## src/rtl/herring_bus_responder_if.sv

```systemverilog
// 6502-side bus bundle for the 0x8C00 responder: phi2, select, RWB,
// A3..A0, data in/out, transceiver enable and the interrupt line.
interface herring_bus_responder_if;
    logic       cpu_clk_out;
    logic       cs_n;
    logic       rw;
    logic [3:0] address;
    logic [7:0] data_in;
    logic [7:0] data_out;
    logic       data_oe;
    logic       irq_n;

    // responder end (inside the FPGA)
    modport slave (
        input  cpu_clk_out, cs_n, rw, address, data_in,
        output data_out, data_oe, irq_n
    );

    // CPU / bus-model end
    modport master (
        output cpu_clk_out, cs_n, rw, address, data_in,
        input  data_out, data_oe, irq_n
    );
endinterface

```

## src/rtl/herring_bus_responder.sv

```systemverilog
// CPU-bus responder for the 0x8C00 chip select. phi2 is oversampled on
// clk_src; bus fields are delayed to line up with the synchronized phi2 so
// every commit uses the bus state seen at the last phi2-high sample.
// Holds ID/SCRATCH/CTRL/STATUS and a 16-bit prescaled down-timer with IRQ.
module herring_bus_responder #(
    parameter int         SYNC_STAGES = 2,
    parameter logic [7:0] ID_VALUE    = 8'h48
) (
    input  logic                   clk_src,
    input  logic                   rst_n,
    herring_bus_responder_if.slave bus
);

    typedef struct packed {
        logic       cs_n;
        logic       rw;
        logic [3:0] address;
        logic [7:0] data_in;
    } bus_req_t;

    localparam bus_req_t REQ_IDLE = '{cs_n: 1'b1, rw: 1'b1, address: 4'h0, data_in: 8'h00};

    logic [SYNC_STAGES-1:0] p_sync;
    logic                   p_s, p_d, rise, fall;
    bus_req_t               req_pipe [0:SYNC_STAGES];
    bus_req_t               al;

    logic [7:0]  scratch, prescale, pre_cnt, rd_mux;
    logic        en, irq_en, auto_rl, tf, irq_q;
    logic [15:0] reload, count, snapshot;
    logic        wr_en, snap_en, tick, expire, tf_clr;

    assign p_s  = p_sync[SYNC_STAGES-1];
    assign rise = p_s & ~p_d;
    assign fall = ~p_s & p_d;
    assign al   = req_pipe[SYNC_STAGES];

    // phi2 synchronizer plus one-cycle history for edge detection
    always_ff @(posedge clk_src or negedge rst_n) begin
        if (!rst_n) begin
            p_sync <= '0;
            p_d    <= 1'b0;
        end else begin
            p_sync[0] <= bus.cpu_clk_out;
            for (int i = 1; i < SYNC_STAGES; i++) p_sync[i] <= p_sync[i-1];
            p_d <= p_s;
        end
    end

    // bus sample pipeline; oldest entry shares its sample edge with p_d
    always_ff @(posedge clk_src or negedge rst_n) begin
        if (!rst_n) begin
            for (int i = 0; i <= SYNC_STAGES; i++) req_pipe[i] <= REQ_IDLE;
        end else begin
            req_pipe[0] <= '{cs_n: bus.cs_n, rw: bus.rw, address: bus.address, data_in: bus.data_in};
            for (int i = 1; i <= SYNC_STAGES; i++) req_pipe[i] <= req_pipe[i-1];
        end
    end

    // bus event and timer tick decode
    always_comb begin
        wr_en   = fall & ~al.cs_n & ~al.rw;
        snap_en = rise & ~al.cs_n & al.rw & (al.address == 4'd6);
        // STATUS read, or STATUS write with bit0 set
        tf_clr  = fall & ~al.cs_n & (al.address == 4'd3) & (al.rw | al.data_in[0]);
        tick    = en & (pre_cnt == prescale);
        expire  = tick & (count == 16'd0);
    end

    // prescaler: counts 0..PRESCALE while enabled, parked at 0 otherwise
    always_ff @(posedge clk_src or negedge rst_n) begin
        if (!rst_n)     pre_cnt <= 8'h00;
        else if (!en)   pre_cnt <= 8'h00;
        else if (tick)  pre_cnt <= 8'h00;
        else            pre_cnt <= pre_cnt + 8'd1;
    end

    // register file and timer; CPU writes come last so they override the
    // timer's own updates of EN and COUNT in the same cycle
    always_ff @(posedge clk_src or negedge rst_n) begin
        if (!rst_n) begin
            scratch  <= 8'h00;
            en       <= 1'b0;
            irq_en   <= 1'b0;
            auto_rl  <= 1'b0;
            tf       <= 1'b0;
            reload   <= 16'h0000;
            count    <= 16'h0000;
            prescale <= 8'h00;
            snapshot <= 16'h0000;
        end else begin
            if (tick) begin
                if (count != 16'd0) count <= count - 16'd1;
                else if (auto_rl)   count <= reload;
                else                en    <= 1'b0;
            end
            // a set in the same cycle as a clear leaves TF set
            if (expire)      tf <= 1'b1;
            else if (tf_clr) tf <= 1'b0;
            if (snap_en) snapshot <= count;
            if (wr_en) begin
                case (al.address)
                    4'd1: scratch <= al.data_in;
                    4'd2: {auto_rl, irq_en, en} <= al.data_in[2:0];
                    4'd4: reload[7:0] <= al.data_in;
                    4'd5: begin
                        reload[15:8] <= al.data_in;
                        count        <= {al.data_in, reload[7:0]};
                    end
                    4'd8: prescale <= al.data_in;
                    default: ;
                endcase
            end
        end
    end

    // registered interrupt output
    always_ff @(posedge clk_src or negedge rst_n) begin
        if (!rst_n) irq_q <= 1'b1;
        else        irq_q <= ~(tf & irq_en);
    end

    // read mux on the live address so data is valid within the phi2-high phase
    always_comb begin
        rd_mux = 8'h00;
        case (bus.address)
            4'd0: rd_mux = ID_VALUE;
            4'd1: rd_mux = scratch;
            4'd2: rd_mux = {5'b0, auto_rl, irq_en, en};
            4'd3: rd_mux = {7'b0, tf};
            4'd4: rd_mux = reload[7:0];
            4'd5: rd_mux = reload[15:8];
            4'd6: rd_mux = snapshot[7:0];
            4'd7: rd_mux = snapshot[15:8];
            4'd8: rd_mux = prescale;
            default: rd_mux = 8'h00;
        endcase
    end

    assign bus.data_out = rst_n ? rd_mux : 8'h00;
    assign bus.data_oe  = bus.cpu_clk_out & ~bus.cs_n & bus.rw & rst_n;
    assign bus.irq_n    = irq_q;

endmodule

```

## src/flat_wrapper.sv

```systemverilog
// flat-port wrapper written by rule: the top's interface ports become plain ports
module herring_bus_responder_flat 
#(
    parameter int         SYNC_STAGES = 2,
    parameter logic [7:0] ID_VALUE    = 8'h48
)
  (clk_src, rst_n, bus_cpu_clk_out, bus_cs_n, bus_rw, bus_address, bus_data_in, bus_data_out, bus_data_oe, bus_irq_n);
  herring_bus_responder_if bus_i ();
  input  logic clk_src;
  input  logic rst_n;
  input wire logic [$bits(bus_i.cpu_clk_out)-1:0] bus_cpu_clk_out;
  input wire logic [$bits(bus_i.cs_n)-1:0] bus_cs_n;
  input wire logic [$bits(bus_i.rw)-1:0] bus_rw;
  input wire logic [$bits(bus_i.address)-1:0] bus_address;
  input wire logic [$bits(bus_i.data_in)-1:0] bus_data_in;
  output wire logic [$bits(bus_i.data_out)-1:0] bus_data_out;
  output wire logic [$bits(bus_i.data_oe)-1:0] bus_data_oe;
  output wire logic [$bits(bus_i.irq_n)-1:0] bus_irq_n;
  assign bus_i.cpu_clk_out = bus_cpu_clk_out;
  assign bus_i.cs_n = bus_cs_n;
  assign bus_i.rw = bus_rw;
  assign bus_i.address = bus_address;
  assign bus_i.data_in = bus_data_in;
  assign bus_data_out = bus_i.data_out;
  assign bus_data_oe = bus_i.data_oe;
  assign bus_irq_n = bus_i.irq_n;
  herring_bus_responder #(.SYNC_STAGES(SYNC_STAGES), .ID_VALUE(ID_VALUE)) u_core (.clk_src(clk_src), .rst_n(rst_n), .bus(bus_i));
endmodule
```

## config.mk

```make
export PLATFORM = sky130hd
export DESIGN_NAME = herring_bus_responder_flat
export DESIGN_NICKNAME = d
export VERILOG_FILES = /design/src/rtl/herring_bus_responder_if.sv /design/src/rtl/herring_bus_responder.sv /design/src/flat_wrapper.sv
export SDC_FILE = /design/constraint.sdc
export NUM_CORES = 1
export LEC_CHECK = 0
export ABC_AREA = 0
export CAP_MARGIN = 10
export CELL_PAD_IN_SITES_DETAIL_PLACEMENT = 0
export CELL_PAD_IN_SITES_GLOBAL_PLACEMENT = 1
export CORE_ASPECT_RATIO = 0.6
export CORE_MARGIN = 2
export CORE_UTILIZATION = 48
export CTS_BUF_LIST = sky130_fd_sc_hd__clkbuf_8 sky130_fd_sc_hd__clkbuf_16
export CTS_CLUSTER_SIZE = 24
export DETAILED_ROUTE_END_ITERATION = 8
export GPL_ROUTABILITY_DRIVEN = 0
export PLACE_DENSITY_LB_ADDON = 0.08
export REMOVE_ABC_BUFFERS = 1
export SLEW_MARGIN = 15
export SYNTH_ARGS = -nofsm -noshare
export SYNTH_HDL_FRONTEND = slang
export SYNTH_SLANG_ARGS = --single-unit
```

## constraint.sdc

```tcl
create_clock -name clk_src -period 3.7 [get_ports clk_src]
set_input_delay 1.11 -clock clk_src [delete_from_list [all_inputs] [get_ports clk_src]]
set_output_delay 1.11 -clock clk_src [all_outputs]
set_load 0.005 [all_outputs]
```

==> results of run 1 <==
[timing repair]
item	CTS	global route
cloned	3	0
setup endpoints to repair	8	1
endpoints found under the hold margin	0	0
pin swaps	4	0
gates resized for setup	35	2
buffers inserted	4	1
[power breakdown]
| group | switching [mW] | internal [mW] | total (mW) |
|---|---|---|---|
| logic | 0.441 | 0.344 | 0.785 |
| clock network | 0.668 | 0.952 | 1.62 |
| registers | 0.152 | 1.45 | 1.60 |
[layer usage]
layer / track usage / up-vias / wire length (um)
met2: 0.336 / 155 / 5650
met5: 0 / - / 0
met1: 0.405 / 1980 / 7120
li1: - / 1807 / -
met3: 0.0841 / 12 / 1270
met4: 0.0682 / 0 / 137
[kinds of logic after synthesis]
| family | count (synthesis) | share of synthesized area |
|---|---|---|
| XOR/XNOR | 14 | 0.0231 |
| AND/OR/NAND/NOR | 160 | 0.151 |
| adder cells (fa/ha/maj) | 3 | 0.00708 |
| buffers and inverters | 28 | 0.0200 |
| multiplexers | 51 | 0.115 |
| flip-flops | 122 | 0.577 |
| AO/OA/AOI/OAI | 80 | 0.106 |
[synth_stat cells, types with 6 or more instances]
master      n
o21ai_0    15
a21oi_1    12
inv_1       8
a31oi_1     8
mux2_2     41
nand3_1    18
nor4_1      8
dfrtp_1   115
nor3_1     17
and3_1     11
clkbuf_1   17
nand2_1    43
dfstp_2     7
mux2i_1     6
a22oi_1     6
xor2_1     10
nor2_1     33
[worst max-delay path: stages]
cell and delay [ns]:
buf_4 0.14, bufbuf_16 0.28, nand2_1 0.08, nor3_1 0.05
buf_4 0.14, buf_4 0.13, a32oi_2 0.22, a21oi_2 0.09
dlygate4sd2_1 0.27
[sequential cells by signal (all words and copies together) (netlist names), 2 cells and up]
signal           count
u_core.al           14
u_core.count        16
u_core.p_sync        2
u_core.pre_cnt       8
u_core.prescale      8
u_core.reload       16
u_core.req_pipe     28
u_core.scratch       8
u_core.snapshot     16
[area by class of cell]
type | count | area, um^2 | share of cell area
well taps | 139 | 174 | 0.0262
flip-flops and latches | 122 | 3060 | 0.461
clock inverters | 15 | 155 | 0.0234
repair buffers | 61 | 614 | 0.0925
clock buffers | 17 | 425 | 0.0641
inverters | 8 | 30.0 | 0.00452
multi-input cells | 308 | 2180 | 0.328
[worst max-delay path by stage]
stage / start / slack [ns] / endpoint / cells after the start
floorplan: bus_address[2] / 0.56 / bus_data_out[6] / 5
global placement: bus_address[2] / -0.64 / bus_data_out[0] / 5
detailed placement: bus_address[2] / -0.60 / bus_data_out[0] / 7
CTS: bus_address[0] / 0.01 / bus_data_out[0] / 9
global route: bus_address[0] / 0.02 / bus_data_out[0] / 9
finish: bus_address[0] / 0.07 / bus_data_out[0] / 9
[cells in the final DEF (no fill, tap or decap), types with 6 or more instances in the layout]
cell type        count
a21oi_1             11
a22oi_1              6
a31oi_1              8
and3_1              11
buf_4               32
clkbuf_16           17
clkdlybuf4s50_1     13
dfrtp_1            115
dfstp_2              7
dlygate4sd2_1        8
inv_1                7
mux2_2              41
mux2i_1              6
nand2_1             43
nand3_1             18
nor2_1              32
nor3_1              16
nor4_1               8
o21ai_0             14
xor2_1              10
[metrics by stage]
stage | setup slack [ns] | util | cell area (um^2) | hold WS [ns] | std cells
4_1_cts | 0.0110 | 0.620 | 6610 | 0.348 | 669
3_5_place_dp | -0.596 | 0.552 | 5890 | 0.335 | 630
5_1_grt | 0.0196 | 0.622 | 6640 | 0.351 | 670
3_3_place_gp | -0.638 | 0.552 | 5890 | 0.331 | 630
2_1_floorplan | 0.557 | - | 5230 | 0.331 | 438
6_report | 0.0697 | 0.622 | 6640 | 0.347 | 670
==> reports/results.md, run 1 <==
| Group | Metric | Reported |
| --- | --- | --- |
| global routing | Number of global-route vias before repair | 3,905 |
| power | Pleak | 3.11 nW |
| sta | Worst Tran Pin Value | 0.967 ns |
| global routing | Number of antenna violations at the first check in global routing | 0 |
| drt | Via density per instance | 5.90 |
| final layout | Number of nets in the final layout | 538 |
| hold path | Hold wc startpoint | u_core.req_pipe[33]$_DFF_PN0_ |
| critical path | Worst path arrival time | 2.52 ns |
| hold path | Worst min path class | reg2reg |
| clock network | Clock slew seen by the registers of the worst setup and hold paths | 0.06 ns |
| critical path | Flop2flop setup slack | 0.85 ns |
| sta | Post-route fraction of the period consumed by the critical path | 0.981 |
| clock network | Clock buffer count from CTS | 17 |
| clock network | Total of hold buffers inserted after clock tree synthesis | 0 |
| die | Horizontal die dimension | 140 um |
| sta | Clock period minus worst slack | 3.63 ns |
| sta | Worst-case clock skew | 0.0139 ns |
| place | Number of I/O port buffers | 26 |
| global routing | Largest net degree at the start of global routing | 75 |
| place | Half-perimeter wire length of the detailed placement result | 9710 um |
| power | Maximum VDD drop | 333 uV |
| final layout | Area growth, synth to finish | 25.2% |
| logic synthesis | Gate count of the mapped netlist | 458 |
| status | Result of the run | finished, final reports clean |
| logic synthesis | Seq/Total Area, Yosys | 0.577 |
| logic synthesis | Cell types with the largest area share after synthesis | dfrtp_1 54%, mux2_2 8.7%, dfstp_2 3.5% |
| drt | Count of TritonRoute iterations in the first routing pass | 5 |
| die | Overall die area | 11,900 um^2 |
| clock network | CTS tree | yes |
| critical path | Capturing element type of the critical path | primary output |
| drt | Detailed-route wire length | 14,200 um |
| logic synthesis | Syn Std Cell Area | 5310 um^2 |
| sta | Fin. Hold Viols | 0 |
| die | Core area | 10,700 um^2 |
| logic synthesis | Total of flip-flops plus latches after synthesis | 122 |
| global routing | First-pass GRT wire length | 22,700 um |
| die | Number of I/O pins | 27 |
| sta | Fmax achieved | 0.275 GHz |
| die | Vertical die dimension | 85.4 um |
| die | Initial core utilization | 0.497 |
| sta | Fin. max-slew vios | 0 |
| critical path | Crit Path Category | in2out |
| hold path | Sink of the worst hold path | u_core.req_pipe[19]$_DFF_PN0_ |
| die | Site Rows | 29 |
| critical path | Logic depth of the worst register-to-register path | 8 |
| critical path | Worst reg2reg startpoint | u_core.count[0]$_DFF_PN0_ |
| logic synthesis | Post-synthesis average cell area | 11.6 um^2 |
| logic synthesis | Yosys warns | 0 |
| logic synthesis | Most area-hungry cell type in the Yosys netlist | dfrtp_1 |
| drt | Vias after detailed routing | 3,954 |
| sta | Total negative slack | 0 ns |
| logic synthesis | Top flip-flop cell by instance count after synthesis | dfrtp_1 |
| logic synthesis | Number of distinct library cell variants in the gate-level netlist after synthesis | 55 |
| logic synthesis | Post-synth top area share | 0.542 |
| clock network | Clock Path Buffers | 2 |
| sta | RSZ-0062 raised after global routing | false |
| sta | Max_slew headroom | 0.354 |
| sta | Final count of negative-setup-slack endpoints | 0 |
| logic synthesis | Fraction of registers with async set or reset after synthesis | 1.00 |
| drt | First-iteration detailed-routing DRC count | 291 |
| final layout | Fraction of layout instances using a drive strength above 1 | 0.267 |
| critical path | Critical Path Start Type | primary input |
| clock network | Sink count of the clock tree | 122 |
| critical path | Maximum fanout along the worst path | 5 |
| hold path | Depth of the worst hold-timing path | 0 |
| critical path | Required time reported for the critical path endpoint | 2.59 ns |
| global routing | Combined global-route utilization of all metal layers | 0.257 |
| drt | DRC viols | 0 |
| critical path | Endpoint of the most critical register-to-register path | u_core.count[0]$_DFF_PN0_ |
| clock network | Buffer type at the clock tree root | clkbuf_16 |
| global routing | Remaining global-route overflow | 0 |
| logic synthesis | Number of flops mapped to enable cells by yosys | 0 |
| power | Overall power after layout | 4.01 mW |
| drt | Routed wire per std cell | 21.2 um |
| drt | Routed Antenna Nets | 0 |
| power | Power density relative to cell area | 604 nW/um^2 |
| clock network | H-Tree Level Count | 4 |
| final layout | Diode insertion count for antenna repair | 0 |
| clock network | Clock latency at the later pin of the worst-skew pair | 0.42 ns |
| final layout | # fillers | 851 |
| job | Max-cap check violation count | 0 |
No activity file was read; power rests on OpenSTA's default activity.
==> run 2, diff against run 1 <==
--- a/config.mk
+++ b/config.mk
@@ -10,13 +10,14 @@
 export CELL_PAD_IN_SITES_DETAIL_PLACEMENT = 0
 export CELL_PAD_IN_SITES_GLOBAL_PLACEMENT = 1
 export CORE_ASPECT_RATIO = 0.6
-export CORE_MARGIN = 2
+export CORE_MARGIN = 5
 export CORE_UTILIZATION = 48
 export CTS_BUF_LIST = sky130_fd_sc_hd__clkbuf_8 sky130_fd_sc_hd__clkbuf_16
 export CTS_CLUSTER_SIZE = 24
 export DETAILED_ROUTE_END_ITERATION = 8
 export GPL_ROUTABILITY_DRIVEN = 0
-export PLACE_DENSITY_LB_ADDON = 0.08
+export HOLD_SLACK_MARGIN = 0.08
+export PLACE_DENSITY = 0.82
 export REMOVE_ABC_BUFFERS = 1
 export SLEW_MARGIN = 15
 export SYNTH_ARGS = -nofsm -noshare
==> reports/results.md, run 2 (synthesized netlist as in run 1, its figures left out) <==
| Group | Metric | Reported | Change |
| --- | --- | --- | --- |
| die | Number of I/O pins | 27 | unchanged |
| drt | Detailed-route wire length | 14,400 um | was 14,200 um |
| status | Result of the run | finished, final reports clean | unchanged |
| global routing | Number of global-route vias before repair | 4,120 | was 3,905 |
| die | Vertical die dimension | 91.4 um | was 85.4 um |
| sta | Final count of negative-setup-slack endpoints | 0 | unchanged |
| hold path | Depth of the worst hold-timing path | 0 | unchanged |
| power | Pleak | 3.05 nW | was 3.11 nW |
| critical path | Max incr delay on CP | 0.30 ns | was 0.28 ns |
| sta | Worst-case clock skew | 0.0110 ns | was 0.0139 ns |
| hold path | Worst min path class | reg2reg | unchanged |
| global routing | Most crowded layer after global routing | met1 | unchanged |
| critical path | Crit Path Category | in2out | unchanged |
| sta | Worst hold-check slack | 0.344 ns | was 0.347 ns |
| sta | Post-route fraction of the period consumed by the critical path | 1.00 | was 0.981 |
| final layout | # fillers | 843 | was 851 |
| drt | Routed Antenna Nets | 0 | unchanged |
| critical path | Capturing element type of the critical path | primary output | unchanged |
| clock network | H-Tree Level Count | 4 | unchanged |
| global routing | Combined global-route utilization of all metal layers | 0.228 | was 0.257 |
| power | Maximum VDD drop | 503 uV | was 333 uV |
| final layout | Number of nets in the final layout | 534 | was 538 |
| sta | Fin. max-slew vios | 0 | unchanged |
| place | Post-placement worst setup slack | -0.606 ns | was -0.596 ns |
| sta | Total negative slack | 0 ns | unchanged |
| power | Overall power after layout | 4.07 mW | was 4.01 mW |
| final layout | Number of flip-flops under the largest register name | 28 | unchanged |
| final layout | Leading cell type in the layout, fill and taps excluded | dfrtp_1 | unchanged |
| hold path | Hold wc startpoint | u_core.req_pipe[29]$_DFF_PN0_ | was u_core.req_pipe[33]$_DFF_PN0_ |
| drt | First-iteration detailed-routing DRC count | 483 | was 291 |
| final layout | Area growth, synth to finish | 24.3% | was 25.2% |
| final layout | Largest register by flop count | u_core.req_pipe | unchanged |
| critical path | Critical Path Start Type | primary input | unchanged |
| critical path | Logic depth of the worst register-to-register path | 8 | unchanged |
| global routing | Remaining global-route overflow | 0 | unchanged |
| sta | Worst Tran Pin Value | 0.954 ns | was 0.967 ns |
| critical path | Required time reported for the critical path endpoint | 2.59 ns | about the same |
| global routing | Met3 GRT Util | 0.0547 | was 0.0841 |
| critical path | Family with the most delay on the worst path | buffers and inverters | unchanged |
| sta | Max_slew headroom | 0.362 | was 0.354 |
| die | Initial core utilization | 0.497 | unchanged |
| final layout | Diode insertion count for antenna repair | 0 | unchanged |
| critical path | Maximum fanout along the worst path | 5 | unchanged |
| clock network | CTS tree | yes | unchanged |
| critical path | Flop2flop setup slack | 0.58 ns | was 0.85 ns |
| clock network | Clock Path Buffers | 2 | unchanged |
| global routing | Met2 Track Usage GR | 0.314 | was 0.336 |
| final layout | Count of non-filler cells in the finished layout | 666 | was 670 |
| global routing | First-pass GRT wire length | 23,600 um | was 22,700 um |
| place | Cell total after placement | 628 | was 630 |
| clock network | Clock latency at the later pin of the worst-skew pair | 0.41 ns | was 0.42 ns |
| critical path | Worst reg2reg startpoint | u_core.count[0]$_DFF_PN0_ | unchanged |
| final layout | Final standard cell utilization of the core | 0.618 | was 0.622 |
| drt | Vias after detailed routing | 4,074 | was 3,954 |
| critical path | Cell-by-cell trace of the critical path | dlygate4sd2_1, bufbuf_16, nor3_4, buf_4, a32oi_1, a21oi_1, clkdlybuf4s15_1 | was buf_4, bufbuf_16, nand2_1, nor3_1, buf_4, buf_4, a32oi_2, a21oi_2, dlygate4sd2_1 |
| power | Power density relative to cell area | 617 nW/um^2 | was 604 nW/um^2 |
| critical path | Worst path arrival time | 2.59 ns | was 2.52 ns |
| final layout | Fraction of layout instances using a drive strength above 1 | 0.268 | was 0.267 |
| drt | Via density per instance | 6.12 | was 5.90 |
| drt | DRC viols | 0 | unchanged |
| sta | Fmax achieved | 0.270 GHz | was 0.275 GHz |
| sta | RSZ-0062 raised after global routing | true | was false |
| clock network | Clock slew seen by the registers of the worst setup and hold paths | 0.05 ns | was 0.06 ns |
| sta | Clock period minus worst slack | 3.70 ns | was 3.63 ns |
| place | Half-perimeter wire length of the detailed placement result | 10,000 um | was 9710 um |
| die | Site Rows | 29 | unchanged |
| critical path | Endpoint of the most critical register-to-register path | u_core.count[0]$_DFF_PN0_ | unchanged |
| hold path | Sink of the worst hold path | u_core.req_pipe[15]$_DFF_PN0_ | was u_core.req_pipe[19]$_DFF_PN0_ |
| clock network | Buffer type at the clock tree root | clkbuf_16 | unchanged |
| drt | Routed wire per std cell | 21.7 um | was 21.2 um |
| final layout | Most frequent cells in the layout | 115 x dfrtp_1, 43 x nand2_1, 41 x mux2_2 | unchanged |
| die | Horizontal die dimension | 146 um | was 140 um |
| global routing | Grt met1 use | 0.357 | was 0.405 |
| global routing | Number of antenna violations at the first check in global routing | 0 | unchanged |
| critical path | Cell type of the slowest stage on the worst timing path | bufbuf_16 | unchanged |
| sta | Fin worst setup slack | 0.00122 ns | was 0.0697 ns |
| clock network | Sink count of the clock tree | 122 | unchanged |
| critical path | CP Buf/Inv Count | 4 | was 5 |
| place | Number of I/O port buffers | 26 | unchanged |
| drt | Count of TritonRoute iterations in the first routing pass | 5 | unchanged |
| global routing | Largest net degree at the start of global routing | 68 | was 75 |
| die | Overall die area | 13,300 um^2 | was 11,900 um^2 |
| clock network | Total of hold buffers inserted after clock tree synthesis | 0 | unchanged |
| die | Core area | 10,700 um^2 | unchanged |
| sta | Fin. Hold Viols | 0 | unchanged |
| place | Placement Cell Area | 5870 um^2 | was 5890 um^2 |
| job | Max-cap check violation count | 0 | unchanged |
| final layout | Cell area after layout | 6600 um^2 | was 6640 um^2 |
| clock network | Clock buffer count from CTS | 17 | unchanged |
-- run 2: cell count changes in the layout (fill, tap and decap cells not counted), sizes merged --
cell           change
clkbuf             +7
buf                -6
dlygate4sd2        -4
inv                -3
clkdlybuf4s15      +2
clkinv             -2
clkinvlp           +2
bufbuf             -1
bufinv             +1
-- run 2: layer usage --
metal / wire length, um / part of all wire
met2: 6050 / 0.42
met1: 6920 / 0.48
met5: 0 / 0
met4: 159 / 0.011
met3: 1310 / 0.091
-- run 2: final cells by class --
class / instances / area (um^2) / area share
sequential: 122 / 3060 / 0.464
tap: 139 / 174 / 0.0264
clock inverter: 13 / 156 / 0.0237
multi-input combinational: 308 / 2180 / 0.330
inverter: 8 / 30.0 / 0.00455
clock buffer: 19 / 453 / 0.0687
timing repair buffer: 57 / 544 / 0.0825
-- run 2: report_power, final --
group	switching, mW	total, mW	internal, mW	leakage [nW]
Combinational	0.468	0.801	0.332	1.19
Sequential	0.149	1.60	1.45	1.57
Clock	0.627	1.67	1.04	0.293
-- run 2: worst max path at each step --
stage                               from               to  slack (ns)  cells after the start
after floorplan           bus_address[2]  bus_data_out[6]        0.56                      5
after global placement    bus_address[0]  bus_data_out[7]       -0.52                      8
after detailed placement  bus_address[3]  bus_data_out[0]       -0.61                      8
after CTS                 bus_address[1]  bus_data_out[6]       0.008                      7
after global routing      bus_address[1]  bus_data_out[0]       -0.07                      7
final                     bus_address[1]  bus_data_out[0]       0.001                      7
-- run 2: repair_timing --
item / 4_1_cts / 5_1_grt
gates resized for setup: 23 / 15
gates cloned: 2 / 0
endpoints found under the setup margin: 8 / 8
setup buffers: 2 / 2
pin swaps: 1 / 6
